<file path="config.mk">
export PLATFORM = sky130hd
export DESIGN_NAME = pc_sequencer
export DESIGN_NICKNAME = d
export VERILOG_FILES = /design/src/rtl/riscv_pkg.sv /design/src/rtl/pc_next_sel.sv /design/src/rtl/pc_sequencer.sv
export SDC_FILE = /design/constraint.sdc
export NUM_CORES = 1
export LEC_CHECK = 0
export CORE_MARGIN = 3
export CORE_UTILIZATION = 49
export CTS_BUF_LIST = sky130_fd_sc_hd__clkbuf_8
export CTS_CLUSTER_SIZE = 8
export DETAILED_ROUTE_END_ITERATION = 10
export GPL_ROUTABILITY_DRIVEN = 0
export MAX_ROUTING_LAYER = met4
export PLACE_DENSITY = 0.84
export SYNTH_ARGS = -nofsm -noshare
export SYNTH_HDL_FRONTEND = slang
export SYNTH_HIERARCHICAL = 1
export SYNTH_SLANG_ARGS = --single-unit
</file>
<file path="constraint.sdc">
create_clock -name clk -period 2.9 [get_ports clk]
set_input_delay 0.58 -clock clk [delete_from_list [all_inputs] [get_ports clk]]
set_output_delay 0.58 -clock clk [all_outputs]
set_load 0.01 [all_outputs]
</file>
<file path="src/rtl/riscv_pkg.sv">
// Shared types and defaults for the fetch-side PC sequencer.
package riscv_pkg;

  typedef enum logic [1:0] {
    StIdle = 2'd0,
    StReq  = 2'd1,
    StWait = 2'd2,
    StTrap = 2'd3
  } seq_state_e;

  typedef enum logic [1:0] {
    CauseNone       = 2'd0,
    CauseMisaligned = 2'd1,
    CauseTimeout    = 2'd2
  } trap_cause_e;

  localparam logic [31:0] DefaultResetVector = 32'h0000_0000;
  localparam logic [31:0] DefaultTrapVector  = 32'h0000_0100;
  localparam int unsigned DefaultMaxWait     = 15;
  localparam logic [31:0] PcStep             = 32'd4;

  function automatic logic addr_misaligned(input logic [31:0] addr);
    return addr[1:0] != 2'b00;
  endfunction

endpackage

</file>
<file path="src/rtl/pc_next_sel.sv">
// Next-PC selection (jump > branch > sequential) with target alignment check.
module pc_next_sel
  import riscv_pkg::*;
(
  input  logic [31:0] pc,
  input  logic        jump,
  input  logic [31:0] jump_target,
  input  logic        branch_taken,
  input  logic [31:0] branch_target,
  output logic [31:0] next_pc,
  output logic        redirect,
  output logic        misaligned
);

  always_comb begin
    if (jump) begin
      next_pc = jump_target;
    end else if (branch_taken) begin
      next_pc = branch_target;
    end else begin
      next_pc = pc + PcStep;
    end
  end

  assign redirect   = jump | branch_taken;
  // Sequential pc+4 stays aligned, so only redirect targets are checked.
  assign misaligned = redirect & addr_misaligned(next_pc);

endmodule

</file>
<file path="src/rtl/pc_sequencer.sv">
// Program-counter sequencer: issues instruction fetches, follows redirects, raises traps.
module pc_sequencer
  import riscv_pkg::*;
#(
  parameter logic [31:0] RESET_VECTOR = DefaultResetVector,
  parameter logic [31:0] TRAP_VECTOR  = DefaultTrapVector,
  parameter int unsigned MAX_WAIT     = DefaultMaxWait
) (
  input  logic        clk,
  input  logic        reset,
  input  logic        stall,
  input  logic        branch_taken,
  input  logic [31:0] branch_target,
  input  logic        jump,
  input  logic [31:0] jump_target,
  input  logic        imem_ready,
  output logic [31:0] pc,
  output logic        imem_req,
  output logic [31:0] imem_addr,
  output logic        instr_valid,
  output logic        trap,
  output logic [1:0]  trap_cause,
  output logic [31:0] bad_addr,
  output logic [31:0] fetch_count
);

  localparam logic [7:0] MaxWaitM1 = 8'(MAX_WAIT - 1);

  seq_state_e  state_q, state_d;
  logic [31:0] pc_q, pc_d;
  logic [7:0]  wait_cnt_q, wait_cnt_d;
  logic [31:0] fetch_count_q, fetch_count_d;
  logic        instr_valid_q, instr_valid_d;
  trap_cause_e cause_q, cause_d;
  logic [31:0] bad_addr_q, bad_addr_d;

  logic [31:0] next_pc;
  logic        redirect;
  logic        misaligned;
  logic        active;
  logic        fetch_done;
  logic        wait_miss;
  logic        timeout;

  pc_next_sel u_pc_next_sel (
    .pc            (pc_q),
    .jump          (jump),
    .jump_target   (jump_target),
    .branch_taken  (branch_taken),
    .branch_target (branch_target),
    .next_pc       (next_pc),
    .redirect      (redirect),
    .misaligned    (misaligned)
  );

  assign active     = (state_q == StReq) || (state_q == StWait);
  // A redirect aborts the outstanding fetch even if memory is ready this cycle.
  assign fetch_done = !redirect && imem_ready &&
                      ((state_q == StWait) || ((state_q == StReq) && !stall));
  assign wait_miss  = (state_q == StWait) && !redirect && !imem_ready;
  assign timeout    = wait_miss && (wait_cnt_q == MaxWaitM1);

  // State register
  always_ff @(posedge clk) begin
    if (reset) begin
      state_q <= StIdle;
    end else begin
      state_q <= state_d;
    end
  end

  // Next-state logic
  always_comb begin
    state_d = state_q;
    unique case (state_q)
      StIdle: state_d = StReq;
      StReq: begin
        if (redirect) begin
          state_d = misaligned ? StTrap : StReq;
        end else if (!stall && !imem_ready) begin
          state_d = StWait;
        end
      end
      StWait: begin
        if (redirect) begin
          state_d = misaligned ? StTrap : StReq;
        end else if (imem_ready) begin
          state_d = StReq;
        end else if (timeout) begin
          state_d = StTrap;
        end
      end
      StTrap:  state_d = StReq;
      default: state_d = StIdle;
    endcase
  end

  // Datapath next-state
  always_comb begin
    pc_d          = pc_q;
    fetch_count_d = fetch_count_q;
    cause_d       = cause_q;
    bad_addr_d    = bad_addr_q;
    instr_valid_d = fetch_done;
    wait_cnt_d    = wait_miss ? wait_cnt_q + 8'd1 : 8'd0;
    if (state_q == StTrap) begin
      pc_d = TRAP_VECTOR;
    end else if (active && redirect) begin
      if (misaligned) begin
        cause_d    = CauseMisaligned;
        bad_addr_d = next_pc;
      end else begin
        pc_d = next_pc;
      end
    end else if (fetch_done) begin
      pc_d          = next_pc;
      fetch_count_d = fetch_count_q + 32'd1;
    end else if (timeout) begin
      cause_d    = CauseTimeout;
      bad_addr_d = pc_q;
    end
  end

  always_ff @(posedge clk) begin
    if (reset) begin
      pc_q          <= RESET_VECTOR;
      wait_cnt_q    <= 8'd0;
      fetch_count_q <= 32'd0;
      instr_valid_q <= 1'b0;
      cause_q       <= CauseNone;
      bad_addr_q    <= 32'd0;
    end else begin
      pc_q          <= pc_d;
      wait_cnt_q    <= wait_cnt_d;
      fetch_count_q <= fetch_count_d;
      instr_valid_q <= instr_valid_d;
      cause_q       <= cause_d;
      bad_addr_q    <= bad_addr_d;
    end
  end

  // Outputs; pulses and request are forced low while reset is held.
  always_comb begin
    imem_req = 1'b0;
    trap     = 1'b0;
    unique case (state_q)
      StReq:   imem_req = !stall;
      StWait:  imem_req = 1'b1;
      StTrap:  trap     = 1'b1;
      default: ;
    endcase
    if (reset) begin
      imem_req = 1'b0;
      trap     = 1'b0;
    end
  end

  assign instr_valid = instr_valid_q && !reset;
  assign pc          = pc_q;
  assign imem_addr   = pc_q;
  assign trap_cause  = cause_q;
  assign bad_addr    = bad_addr_q;
  assign fetch_count = fetch_count_q;

endmodule

</file>
; ---- Yosys cells after proc, flatten, opt, wreduce, memory -nomap -nowiden
; Cells that the tools add are included.
[totals]
reg_bits = 109
in_bits = 70
word_cells = 79
out_inout_bits = 133
[op_classes]
n_bitwise = 5
n_reduce_logical = 28
addsub = 3
n_mux = 25
eq_ne = 10
[op_table]
columns = op, count
row1 = 2-to-1 mux 32 bit, 9
row2 = "adder 32 x 1 -> 32 bit, second input constant", 1
row3 = "adder 32 x 3 -> 32 bit, second input constant", 1
row4 = 2-to-1 mux 2 bit, 10
row5 = logical AND 1 bit, 9
row6 = 2-to-1 mux 9 bit, 1
row7 = "adder 8 x 1 -> 8 bit, second input constant", 1
row8 = "equality test 8 x 4 -> 1 bit, second input constant", 1
row9 = one-hot mux 2 bit (3 select lines), 1
row10 = AND reduction 2 bit, 3
row11 = nonzero test 2 bit, 3
row12 = OR reduction 2 bit, 3
row13 = "equality test 2 bit, second input constant", 2
row14 = logical NOT 1 bit, 4
row15 = "!= test 2 bit, second input constant", 2
row16 = "!= test 4 bit, second input constant", 1
row17 = AND reduction 4 bit, 1
row18 = 2-to-1 mux 1 bit, 3
row19 = "!= test 3 x 2 -> 1 bit, second input constant", 1
row20 = "!= test 3 bit, second input constant", 1
row21 = inverter 1 bit, 3
row22 = AND reduction 3 bit, 1
row23 = nonzero test 3 bit, 1
row24 = "equality test 2 x 1 -> 1 bit, second input constant", 1
row25 = other kinds (6), 7

; ---- Depth between registers and ports, before layout
; Gate-level depths: netlist of the first run.
[depth]
ltp_word = 9
ltp_mapped = 11
ltp_nobuf = 8

; ---- Cells and area by module
; The synthesis of the first run kept the hierarchy.
[modules_own_cells]
columns = mod, instances, area_per_inst_um2, seq_area_each_um2, cells_per_inst
row1 = pc_sequencer, 1, 5243.8, 2182.1, 598
row2 = pc_next_sel, 1, 1178.6, 0.0, 193

; ---- Least setup slack after synthesis of the first run
; No wires, ideal clock.
[synth_path]
kind = input port to flip-flop
startpoint = in branch_taken
endpoint = reg bad_addr_q[10], in the netlist bad_addr[10]
arrival_time_ps = 2595
setup_ps = 91
required_time_ps = 2809
cell_stages = 9
path_buffers = 4
setup_slack_ps = 214
path_cell_list = clkbuf_1 > nor2_1 > inv_1 > clkbuf_1 > nor2b_1 > clkbuf_1 > clkbuf_1 > mux2i_1 > a311oi_1
[synth_via]
elab_chain_len = 7
elab_cells_between_ends = 18
cone_classes = eq/ne: 2 / mux: 4 / bitwise: 2 / reduce/logical: 10
[synth_rtl]
columns = element, line_no
row1 = start: declaration, pc_sequencer.sv:12  ; input logic branch_taken,
row2 = OR 1 bit (*), pc_next_sel.sv:25  ; assign redirect = jump | branch_taken;
row3 = net redirect, pc_sequencer.sv:38  ; logic redirect;
row4 = logical NOT 1 bit, "pc_sequencer.sv:58, pc_sequencer.sv:60"
row5 = logical AND 1 bit (2 in a row), pc_sequencer.sv:60  ; assign wait_miss = (state_q == StWait) && !redirect && !imem_ready;
row6 = logical AND 1 bit, pc_sequencer.sv:61  ; assign timeout = wait_miss && (wait_cnt_q == MaxWaitM1);
row7 = nonzero test 2 bit (no source line), -
row8 = AND reduction 4 bit (no source line), -
row9 = end signal: assignment, pc_sequencer.sv:138  ; bad_addr_q <= bad_addr_d;
row10 = end: declaration, pc_sequencer.sv:35  ; logic [31:0] bad_addr_q, bad_addr_d;
; Mark *: on every way through the listed nets, which the timed path passes. The rest lies on a longest branch. The select of a mux whose other input is x is not followed.
; A chain may end at the register's enable or synchronous reset.

; ---- Worst setup path in the final report of the first run
[layout_path]
startpoint = reg state_q[0]
endpoint = out imem_req
[layout_via]
elab_chain_len = 3
elab_cells_between_ends = 4
cone_classes = eq/ne: 2 / mux: 2
[layout_rtl]
columns = element, line_no
row1 = start: declaration, pc_sequencer.sv:29  ; seq_state_e state_q, state_d;
row2 = start signal: assignment, pc_sequencer.sv:66  ; state_q <= StIdle;
row3 = start signal: assignment, pc_sequencer.sv:68  ; state_q <= state_d;
row4 = equality test 2 bit / equality test 2 x 1 -> 1 bit (equally long branches), pc_sequencer.sv:146  ; unique case (state_q)
row5 = one-hot mux 1 bit (2 select lines) (*), pc_sequencer.sv:146
row6 = 2-to-1 mux 1 bit (*), pc_sequencer.sv:152  ; if (reset) begin
row7 = end: declaration, pc_sequencer.sv:18  ; output logic imem_req,
; Mark *: on every way between the ends. The rest lies on a longest branch, timed or not.

==> flow_summary.toml, run 1 <==
[global_routing]
grt_max_degree = 68
number_of_antenna_violations_at_the_first_check_in_global_routing = 0
grt_pass1_vias = 6253
grt_util_all_layers = 0.278
gr-total-overflow = 0
grt_first_pass_wirelength_um = 32100

[routing]
detailedRoute.firstIterationViolations = 753
vias_per_cell = 6.10
antenna_left = 0
route.detailed.drc = 0
detail_route.wirelength_um = 20500
drt-pass1-iter-count = 6
wire_per_inst_um = 18.2
via_count = 6859

[critical_path]
critical_path.max_stage_delay_ns = 0.58
critical_path.cell_chain = "inv_1, ha_1, nor2_1, nor3_1, clkdlybuf4s50_1"
setup_slack_of_the_most_critical_reg_to_reg_path_ns = 0.27
critical_path.slowest_cell = "sky130_fd_sc_hd__clkdlybuf4s50_1"
worst_setup_path_start_kind = "flop"
critical_path_peak_fanout = 11
endpoint_kind_of_the_worst_setup_timing_path = "output port"
worstPathRequired_ns = 2.32
critPathKind = "flop to output port"
cp.arrival_ns = 2.09

[sta]
post-route-worst-setup-slack_ns = 0.229
relative_slew_slack = 0.582
fin_skew_ns = 0.0135
timing_hold_violations_final = 0
timing.fmax_ghz = 0.374
post-route-min-period_ns = 2.67
setup_viol_count_final = 0
grt_setup_unrepaired = "false"
final.period_utilization = 0.921
final_max_slew_viol_count = 0
tightestPinTransition_ns = 0.628

[synthesis]
ys_async_sr_fraction = 0
synth_edf_count = 0
synth.lib_cells_used.distinct = 57
ys_warn_count = 6
synth-seq-cells = 109
yosys.area_share.simple = 0.204
largest_family_of_logic_cells_by_synthesized_area = "compound AO/OA/AOI/OAI gates"
syn-instance-count = 791
synth.avg_cell_area_um2 = 8.12
synth_compound_area_frac = 0.246
mappedNetlistNets = 869
dominantRegCellSynth = "sky130_fd_sc_hd__dfxtp_1"
synth.cell_area_mm2 = 0.00642
synth_xor_xnor_area_share = 0.0436
synth.mux.area_fraction = 0.0629
synth.yosys.seq_area_share = 0.340
post_synth_fa_ha_maj_area_fraction = 0.0156

[power_and_ir_drop]
static-leakage-power_nw = 2.94
swShare = 0.310
comb_power_frac = 0.281
power_density_of_the_placed_cells_mw_per_mm2 = 399
vdd_ir_drop_max_v = 0.000228
switchingPower_mw = 1.07
power.share.clock = 0.238
pwr-share-seq = 0.481
internal_power_mw = 2.39

[cts]
cts.repair_timing.setup_buffer_count = 0
cts-buffers-inserted = 9
htreeDepth = 3
clock-root-buffer = "sky130_fd_sc_hd__clkbuf_8"
tritoncts = "done"
clk_pin_slew_ns = 0.09
ctsHoldBuffers = 0
worstSkewPairLatency_ns = 0.38
cts_resized = 0
clk_path_buf_depth = 2
cts.sink_count = 109

[floorplanning]
start_util = 0.505
die_height_um = 120
ioPinCount = 203
placementRows = 41
floorplan.die.width_um = 120
fp.dieArea_mm2 = 0.0145
core-area_mm2 = 0.0127

[hold_path]
hold_path_class = "flop to flop"

[placement]
place_area_mm2 = 0.00852
post-place-ws_ns = -0.00247
post-dp-hpwl_um = 15100
port-buffer-count = 202

[finish]
mostFrequentLayoutCell = "sky130_fd_sc_hd__clkdlybuf4s50_1"
final_cell_mix = "201 x sky130_fd_sc_hd__clkdlybuf4s50_1, 109 x sky130_fd_sc_hd__dfxtp_1, 106 x sky130_fd_sc_hd__a21oi_1"
area_growth_synth_to_finish_pct = 35.1
design_area_mm2 = 0.00867
layout.nets = 1029
insertedDiodeCount = 0
final_layout_size_suffix_gt1_frac = 0.0797
finalCoreUtilization = 0.682

[run_status]
run_status = "finished clean"

[run]
max_cap_violations = 0
[worst paths after layout]
check / from / end / depth (start not counted)
max: state_q[0] / imem_req / 5
min reg2reg: fetch_count[31] / fetch_count[31] / 2
max reg2reg: imem_addr[18] / bad_addr[27] / 7
min: fetch_count[31] / fetch_count[31] / 2
[Yosys cell counts (2+ instances only)]
| master | n | area, um^2 |
|---|---|---|
| sky130_fd_sc_hd__or3_1 | 8 | 50.1 |
| sky130_fd_sc_hd__a31o_2 | 2 | 17.5 |
| sky130_fd_sc_hd__nor2_1 | 32 | 120 |
| sky130_fd_sc_hd__dlymetal6s2s_1 | 2 | 25.0 |
| sky130_fd_sc_hd__nor2b_1 | 6 | 37.5 |
| sky130_fd_sc_hd__buf_2 | 5 | 25.0 |
| sky130_fd_sc_hd__a21oi_1 | 106 | 531 |
| sky130_fd_sc_hd__or4_1 | 22 | 165 |
| sky130_fd_sc_hd__o31ai_1 | 20 | 150 |
| sky130_fd_sc_hd__nor3_1 | 7 | 35.0 |
| sky130_fd_sc_hd__o211ai_1 | 3 | 22.5 |
| sky130_fd_sc_hd__and3_1 | 13 | 81.3 |
| sky130_fd_sc_hd__o21ai_0 | 63 | 315 |
| sky130_fd_sc_hd__xor2_1 | 21 | 184 |
| sky130_fd_sc_hd__and4_1 | 8 | 70.1 |
| sky130_fd_sc_hd__inv_1 | 11 | 41.3 |
| sky130_fd_sc_hd__nand3_1 | 63 | 315 |
| sky130_fd_sc_hd__and3_2 | 2 | 15.0 |
| sky130_fd_sc_hd__a31oi_1 | 2 | 12.5 |
| sky130_fd_sc_hd__xnor2_1 | 11 | 96.3 |
| sky130_fd_sc_hd__and2_1 | 3 | 18.8 |
| sky130_fd_sc_hd__a22oi_1 | 13 | 97.6 |
| sky130_fd_sc_hd__buf_4 | 33 | 248 |
| sky130_fd_sc_hd__o22ai_1 | 6 | 37.5 |
| sky130_fd_sc_hd__o2111ai_1 | 2 | 17.5 |
| sky130_fd_sc_hd__nor3b_1 | 2 | 15.0 |
| sky130_fd_sc_hd__or2_2 | 2 | 12.5 |
| sky130_fd_sc_hd__a311oi_1 | 32 | 280 |
| sky130_fd_sc_hd__mux2_2 | 3 | 33.8 |
| sky130_fd_sc_hd__nand2b_1 | 2 | 12.5 |
| sky130_fd_sc_hd__nand2_1 | 36 | 135 |
| sky130_fd_sc_hd__dfxtp_1 | 109 | 2180 |
| sky130_fd_sc_hd__buf_6 | 2 | 22.5 |
| sky130_fd_sc_hd__o211a_1 | 2 | 20.0 |
| sky130_fd_sc_hd__mux2i_1 | 37 | 370 |
| sky130_fd_sc_hd__nand4_1 | 20 | 125 |
| sky130_fd_sc_hd__clkbuf_1 | 48 | 180 |
| sky130_fd_sc_hd__buf_1 | 6 | 22.5 |
| sky130_fd_sc_hd__ha_1 | 8 | 100 |
[critical path, delay by kind of cell (launching register included)]
family	cells	cell delay, ns
AND/OR/NAND/NOR	2	0.32
flip-flops	1	0.35
buffers and inverters	2	0.66
adder cells (fa/ha/maj)	1	0.39
[metal layers]
layer,track usage,part of all wire,vias up
met5,-,0,-
met1,0.383,0.43,3207
met2,0.422,0.46,361
met4,0.0793,0.021,0
li1,-,-,3251
met3,0.0477,0.089,40
[power groups by stage]
stage / sequential [mW] / clock [mW] / combinational, mW
2_1_floorplan: 1.72 / 0 / 0.457
3_3_place_gp: 1.69 / 0 / 0.945
3_5_place_dp: 1.70 / 0 / 0.959
4_1_cts: 1.66 / 0.831 / 0.964
5_1_grt: 1.67 / 0.886 / 1.04
6_report: 1.66 / 0.825 / 0.973
[area by class of cell]
type                       instances  area (um^2)
fill                            1093         4050
multi-input combinational        574         3690
timing repair buffer             245         2390
sequential                       109         2180
tap                              172          215
clock buffer                      10          138
inverter                          12         45.0
clock inverter                     3         16.3
[per-stage QoR]
step	cells	total power [mW]	hold WS (ns)	TNS, ns
floorplan	791	2.18	0.437	0
global placement	1112	2.64	0.454	0
global route	1125	3.60	0.520	0
CTS	1125	3.46	0.492	0
detailed placement	1112	2.65	0.470	-0.00247
finish	1125	3.46	0.491	0
[kinds of logic after synthesis]
logic type               after synthesis
XOR/XNOR                              32
adder cells (fa/ha/maj)                8
multiplexers                          40
AO/OA/AOI/OAI                        259
AND/OR/NAND/NOR                      235
flip-flops                           109
buffers and inverters                108
[state kept, by name, summed over array words and instances, names as in the netlist]
name           count
wait_cnt_q         8
imem_addr         32
state_q            2
bad_addr          32
instr_valid_q      1
trap_cause         2
fetch_count       32
(Power assumes the default switching activity.)
==> run 2, diff against run 1 <==
--- a/config.mk
+++ b/config.mk
@@ -7,2 +7,3 @@
 export LEC_CHECK = 0
+export CAP_MARGIN = 20
 export CORE_MARGIN = 3
--- a/constraint.sdc
+++ b/constraint.sdc
@@ -3,2 +3,2 @@
 set_output_delay 0.58 -clock clk [all_outputs]
-set_load 0.01 [all_outputs]
+set_load 0.005 [all_outputs]
==> flow_summary.toml, run 2 (synthesis results as in run 1) <==
[hold_path]
hold_path_class = "flop to flop"
worstHoldEndpoint = "fetch_count[31]"
holdPathStages = 2
holdCritStartpoint = "fetch_count[31]"

[cts]
tritoncts = "done"
cts_resized = 0
cts.sink_count = 109
clk_path_buf_depth = 2
clock-root-buffer = "sky130_fd_sc_hd__clkbuf_8"
htreeDepth = 3
clk_pin_slew_ns = 0.11
cts.repair_timing.setup_buffer_count = 0
worstSkewPairLatency_ns = 0.39
ctsHoldBuffers = 0
cts-buffers-inserted = 9

[routing]
wl_met2_um = 9480
detail_route.wirelength_um = 20700
via_count = 6869
wire_per_inst_um = 18.3
detailedRoute.firstIterationViolations = 647
met3_length_um = 2110
antenna_left = 0
route.detailed.drc = 0
top_layer = "met4"
wirelength_met1_um = 8600
drt-pass1-iter-count = 6
vias_per_cell = 6.09

[sta]
setup_viol_count_final = 0
tightestPinTransition_ns = 0.622
grt_setup_unrepaired = "false"
post-route-min-period_ns = 2.64
fin_skew_ns = 0.0129
final_max_slew_viol_count = 0
relative_slew_slack = 0.585
timing_hold_violations_final = 0
worst_hold_margin_ns = 0.498
post-route-worst-setup-slack_ns = 0.257
final.period_utilization = 0.912
timing.fmax_ghz = 0.378

[critical_path]
worst_setup_path_start_kind = "flop"
critical_path.reg2reg.endpoint = "bad_addr[27]"
ff2ff_path_depth = 7
endpoint_kind_of_the_worst_setup_timing_path = "output port"
worst_r2r_startpoint = "imem_addr[18]"
critical_path.slowest_cell = "sky130_fd_sc_hd__clkdlybuf4s50_1"
cp.arrival_ns = 2.06
critPathKind = "flop to output port"
worstPathRequired_ns = 2.32
critical_path.max_stage_delay_ns = 0.55
critical_path_peak_fanout = 4
setup_slack_of_the_most_critical_reg_to_reg_path_ns = 0.36
critical_path.cell_chain = "inv_1, ha_1, nor3_1, clkdlybuf4s50_1"

[finish]
mostFrequentLayoutCell = "sky130_fd_sc_hd__clkdlybuf4s50_1"
final_layout_size_suffix_gt1_frac = 0.0827
area_growth_synth_to_finish_pct = 36.4
insertedDiodeCount = 0
layout.filler_cells = 1033
layout.nets = 1028
final_cell_mix = "201 x sky130_fd_sc_hd__clkdlybuf4s50_1, 109 x sky130_fd_sc_hd__dfxtp_1, 106 x sky130_fd_sc_hd__a21oi_1"

[global_routing]
gr-total-overflow = 0
grt_first_pass_wirelength_um = 32200
grt_pass1_vias = 6364
grt_max_degree = 68
number_of_antenna_violations_at_the_first_check_in_global_routing = 0
grt_util_all_layers = 0.279

[power_and_ir_drop]
power_density_of_the_placed_cells_mw_per_mm2 = 426
internal_power_mw = 2.65
power.share.clock = 0.305
vdd_ir_drop_max_v = 0.000264
swShare = 0.291
static-leakage-power_nw = 2.97
overall_power_consumption_mw = 3.73
switchingPower_mw = 1.09
comb_power_frac = 0.249
pwr-share-seq = 0.446

[placement]
post-dp-hpwl_um = 15200
port-buffer-count = 202
post-place-ws_ns = -0.0156

[floorplanning]
ioPinCount = 203
core-area_mm2 = 0.0127
fp.dieArea_mm2 = 0.0145
die_height_um = 120
start_util = 0.505
floorplan.die.width_um = 120
placementRows = 41

[run]
max_cap_violations = 0

[run_status]
run_status = "finished clean"
==> run 2: cell types whose count changed in the layout (fill, tap and decap cells not counted), sizes merged <==
cell and delta:
bufinv +3, buf -1, clkbuf -1, clkinvlp +1
==> run 2: stage by stage <==
| stage | instances | cell area (um^2) | util | TNS [ns] |
|---|---|---|---|---|
| finish | 1127 | 8760 | 0.689 | 0 |
| floorplan | 791 | 6420 | - | 0 |
| global route | 1127 | 8760 | 0.689 | 0 |
| global placement | 1111 | 8510 | 0.669 | 0 |
| detailed placement | 1111 | 8510 | 0.669 | -0.0235 |
| CTS | 1127 | 8760 | 0.689 | 0 |
==> run 2: worst max-delay path by stage <==
stage / start / to / slack (ns) / cells after the start
after floorplan: branch_taken / bad_addr[10] / 0.21 / 9
after global placement: branch_taken / fetch_count[28] / 0.04 / 7
after detailed placement: branch_taken / bad_addr[23] / -0.02 / 11
after CTS: state_q[0] / imem_req / 0.23 / 4
after global routing: state_q[0] / imem_req / 0.14 / 5
final: state_q[0] / imem_req / 0.26 / 4
==> run 2: final cells by class <==
type | count | area [um^2] | area share
Sequential cell | 109 | 2180 | 0.249
Timing Repair Buffer | 244 | 2380 | 0.272
Inverter | 12 | 45.0 | 0.00514
Multi-Input combinational cell | 574 | 3690 | 0.421
Clock inverter | 7 | 123 | 0.0140
Clock buffer | 9 | 124 | 0.0141
Tap cell | 172 | 215 | 0.0246
==> run 2: routing by layer <==
metal | global-route usage | vias up
li1 | - | 3248
met1 | 0.364 | 3215
met2 | 0.430 | 364
met3 | 0.0631 | 42
met4 | 0.0928 | 0
met5 | - | -
==> run 2: critical path, delay by kind of cell (launching register included) <==
kind / cells / cell delay (ns)
buf+inv: 2 / 0.62
fa+ha+maj: 1 / 0.38
flops: 1 / 0.40
simple gates: 1 / 0.28
==> run 2: power groups by stage <==
stage	clock (mW)	sequential [mW]	combinational, mW
3_5_place_dp	0	1.70	0.912
4_1_cts	1.13	1.66	0.918
3_3_place_gp	0	1.70	0.898
5_1_grt	1.19	1.68	0.996
2_1_floorplan	0	1.69	0.444
6_report	1.14	1.67	0.929
==> variant (config.mk and constraints of run 1) <==
`bad_addr_q` no longer has a reset.
--- a/src/rtl/pc_sequencer.sv
+++ b/src/rtl/pc_sequencer.sv
@@ -128,15 +128,17 @@
       fetch_count_q <= 32'd0;
       instr_valid_q <= 1'b0;
       cause_q       <= CauseNone;
-      bad_addr_q    <= 32'd0;
     end else begin
       pc_q          <= pc_d;
       wait_cnt_q    <= wait_cnt_d;
       fetch_count_q <= fetch_count_d;
       instr_valid_q <= instr_valid_d;
       cause_q       <= cause_d;
-      bad_addr_q    <= bad_addr_d;
     end
+  end
+
+  always_ff @(posedge clk) begin
+    bad_addr_q <= bad_addr_d;
   end
 
   // Outputs; pulses and request are forced low while reset is held.
Behaviour: differs if reset is asserted again (counterexample within 4 cycles, from zero or initial values and one cycle with reset high); with reset held inactive, the same outputs for 4 cycles.
==> variant against run 1 <==
  * Sequential cell count unchanged
  * Final cell count decreased by 6.8%
  * Power increased by 1.2%
  * Sequential power increased by 5%
  * Die area decreased by 2.0%
  * Final area decreased by 1.2%
  * Worst setup slack got worse by 0.091 ns
  * Routed wire length decreased by 3.1%
  * Synthesized cell count decreased by 10%
  * Critical path depth increased by 2
  * Area after synthesis decreased by 2.1%
==> variant: results (changes against run 1) <==
The number of buffers added by the clock tree synthesis step came out at 9 (unchanged). The post-detailed-placement half-perimeter wirelength came out at 14,800 um (-2.0%). The routed length on met3 was 1690 um (-7.8%). The violation count after the first detailed-route iteration came out at 563 (-25%). The overall track demand over capacity in global routing came out at 0.277 (-0.00116). The buffer levels on the longest clock path is 2 (unchanged).

The flow ran to the end, and the final reports show no timing, DRC or antenna violations. The top routing layer in use is met4. The largest fanout of any net on the critical path was 14 (+3). The data arrival time of the critical path came out at 3.06 ns (+0.97 ns). The total leakage power came out at 0.00296 uW (+0.55%). The average routed wire per standard cell is 19.0 um (+4.0%). The post-synthesis cell type count came out at 54 (-5.3%). The synthesized net count came out at 790 (-9.1%). The post-route met1 wirelength came out at 7750 um (-13%). The post-place setup slack is -0.275 ns (-0.272 ns).

The first-pass GRT wire length came out at 31,500 um (-1.8%). The mean instance size in the synthesized netlist came out at 8.83 um^2 (+8.8%). The total length of routed wires came out at 19,900 um (-3.1%). The tightest min-delay check is of the flop to flop type. Ranked by total cell area, the synthesized netlist is headed by dfxtp_1 25%, edfxtp_1 15%, mux2_2 7.7%. The worst max-slew margin expressed relative to the limit is 0.190 (-0.391). The total met2 wirelength after detailed routing was 9910 um (+5.8%). The area of placed instances came out at 8360 um^2 (-1.9%). The layout net count was 952 (-7.5%). The count of H-tree levels built during CTS came out at 3 (unchanged). The number of vias per cell came out at 6.00 (-1.6%). After clock tree synthesis, the clock-pin slew on the worst setup and hold paths is 0.10 ns.

The met1 demand-to-capacity share in global routing is 0.328 (-0.0549). The global-route track usage on met3 came out at 0.0693 (+0.0216). The number of fill cells in the layout came out at 961 (-12%). The number of buffers added on ports came to 202 (unchanged).

The largest vdd supply drop came out at 0.000255 V (+12%). The fraction of the yosys area taken by sequential cells came out at 0.398 (+0.0581). Ranked by instance count, the synthesized netlist is headed by 77 x dfxtp_1, 64 x a21oi_1, 60 x o21ai_0. The worst clock skew on the final layout came out at 0.0153 ns (+0.00171 ns). The number of gates resized after CTS was 0 (unchanged).

The post-placement cell count came to 1,031 (-7.3%). The total iterations of the first detailed-routing run came out at 5 (-1). The via count of the first global-routing pass is 6,054 (-3.2%). The later pin in the worst-skew pair is clocked with a latency of 0.39 ns.

The largest net degree at the start of global routing came out at 43 (-37%). The share of final-layout standard cells stronger than drive strength 1 came out at 0.117 (+0.0374). The number of antenna violations at the first check in global routing is 1 (+1). CTS placed an instance of clkbuf_8 at the clock tree root. The async set-or-reset flop fraction in the synthesized netlist is 0 (unchanged). The number of synthesized flops with an enable pin came to 32 (+32). The buffers inserted during post-CTS setup optimization came out at 0 (unchanged).

The met2 layer usage reported by global route is 0.463 (+0.0412). The total number of yosys warnings came out at 6 (unchanged).
variant: cell families (layout without fill, tap and decap cells):
logic type               after synthesis  after routing  synth area share
adder cells (fa/ha/maj)                8              8            0.0159
buffers and inverters                 93            260            0.0758
AO/OA/AOI/OAI                        175            175             0.164
XOR/XNOR                              33             33            0.0460
AND/OR/NAND/NOR                      245            245             0.214
multiplexers                          49             49            0.0867
flip-flops                           109            109             0.398
other                                  0              1                 0
variant: where the power goes:
part | internal, uW | switching, uW | leakage (uW)
clock | 442 | 517 | 0.000108
combinational | 429 | 380 | 0.00192
sequential | 1660 | 80.3 | 0.000927
total | 2530 | 977 | 0.00296
variant: worst max-delay path: stages:
cell             delay (ns)
clkdlybuf4s50_1        0.59
buf_4                  0.18
nor2b_1                0.94
a22oi_1                0.28
nand3_1                0.21
o21ai_0                0.10
a21oi_1                0.18
variant: final timing paths:
| path | start | to | slack [ns] | cells past startpoint |
|---|---|---|---|---|
| max | branch_taken | imem_addr[18]$_SDFFE_PP0P_ | 0.14 | 7 |
| min | trap_cause[0]$_SDFFE_PP0P_ | trap_cause[0]$_SDFFE_PP0P_ | 0.48 | 2 |
| max reg2reg | imem_addr[18]$_SDFFE_PP0P_ | bad_addr[30]$_DFFE_PP_ | 0.45 | 6 |
| min reg2reg | trap_cause[0]$_SDFFE_PP0P_ | trap_cause[0]$_SDFFE_PP0P_ | 0.48 | 2 |
variant: layout make-up:
type | instances | area (um^2) | share of cell area
Multi-Input combinational cell | 510 | 3340 | 0.390
Sequential cell | 109 | 2500 | 0.292
Timing Repair Buffer | 232 | 2270 | 0.265
Tap cell | 168 | 210 | 0.0245
Clock buffer | 11 | 151 | 0.0177
Clock inverter | 5 | 51.3 | 0.00599
Inverter | 12 | 45.0 | 0.00526
Antenna cell | 1 | 2.50 | 0.000292
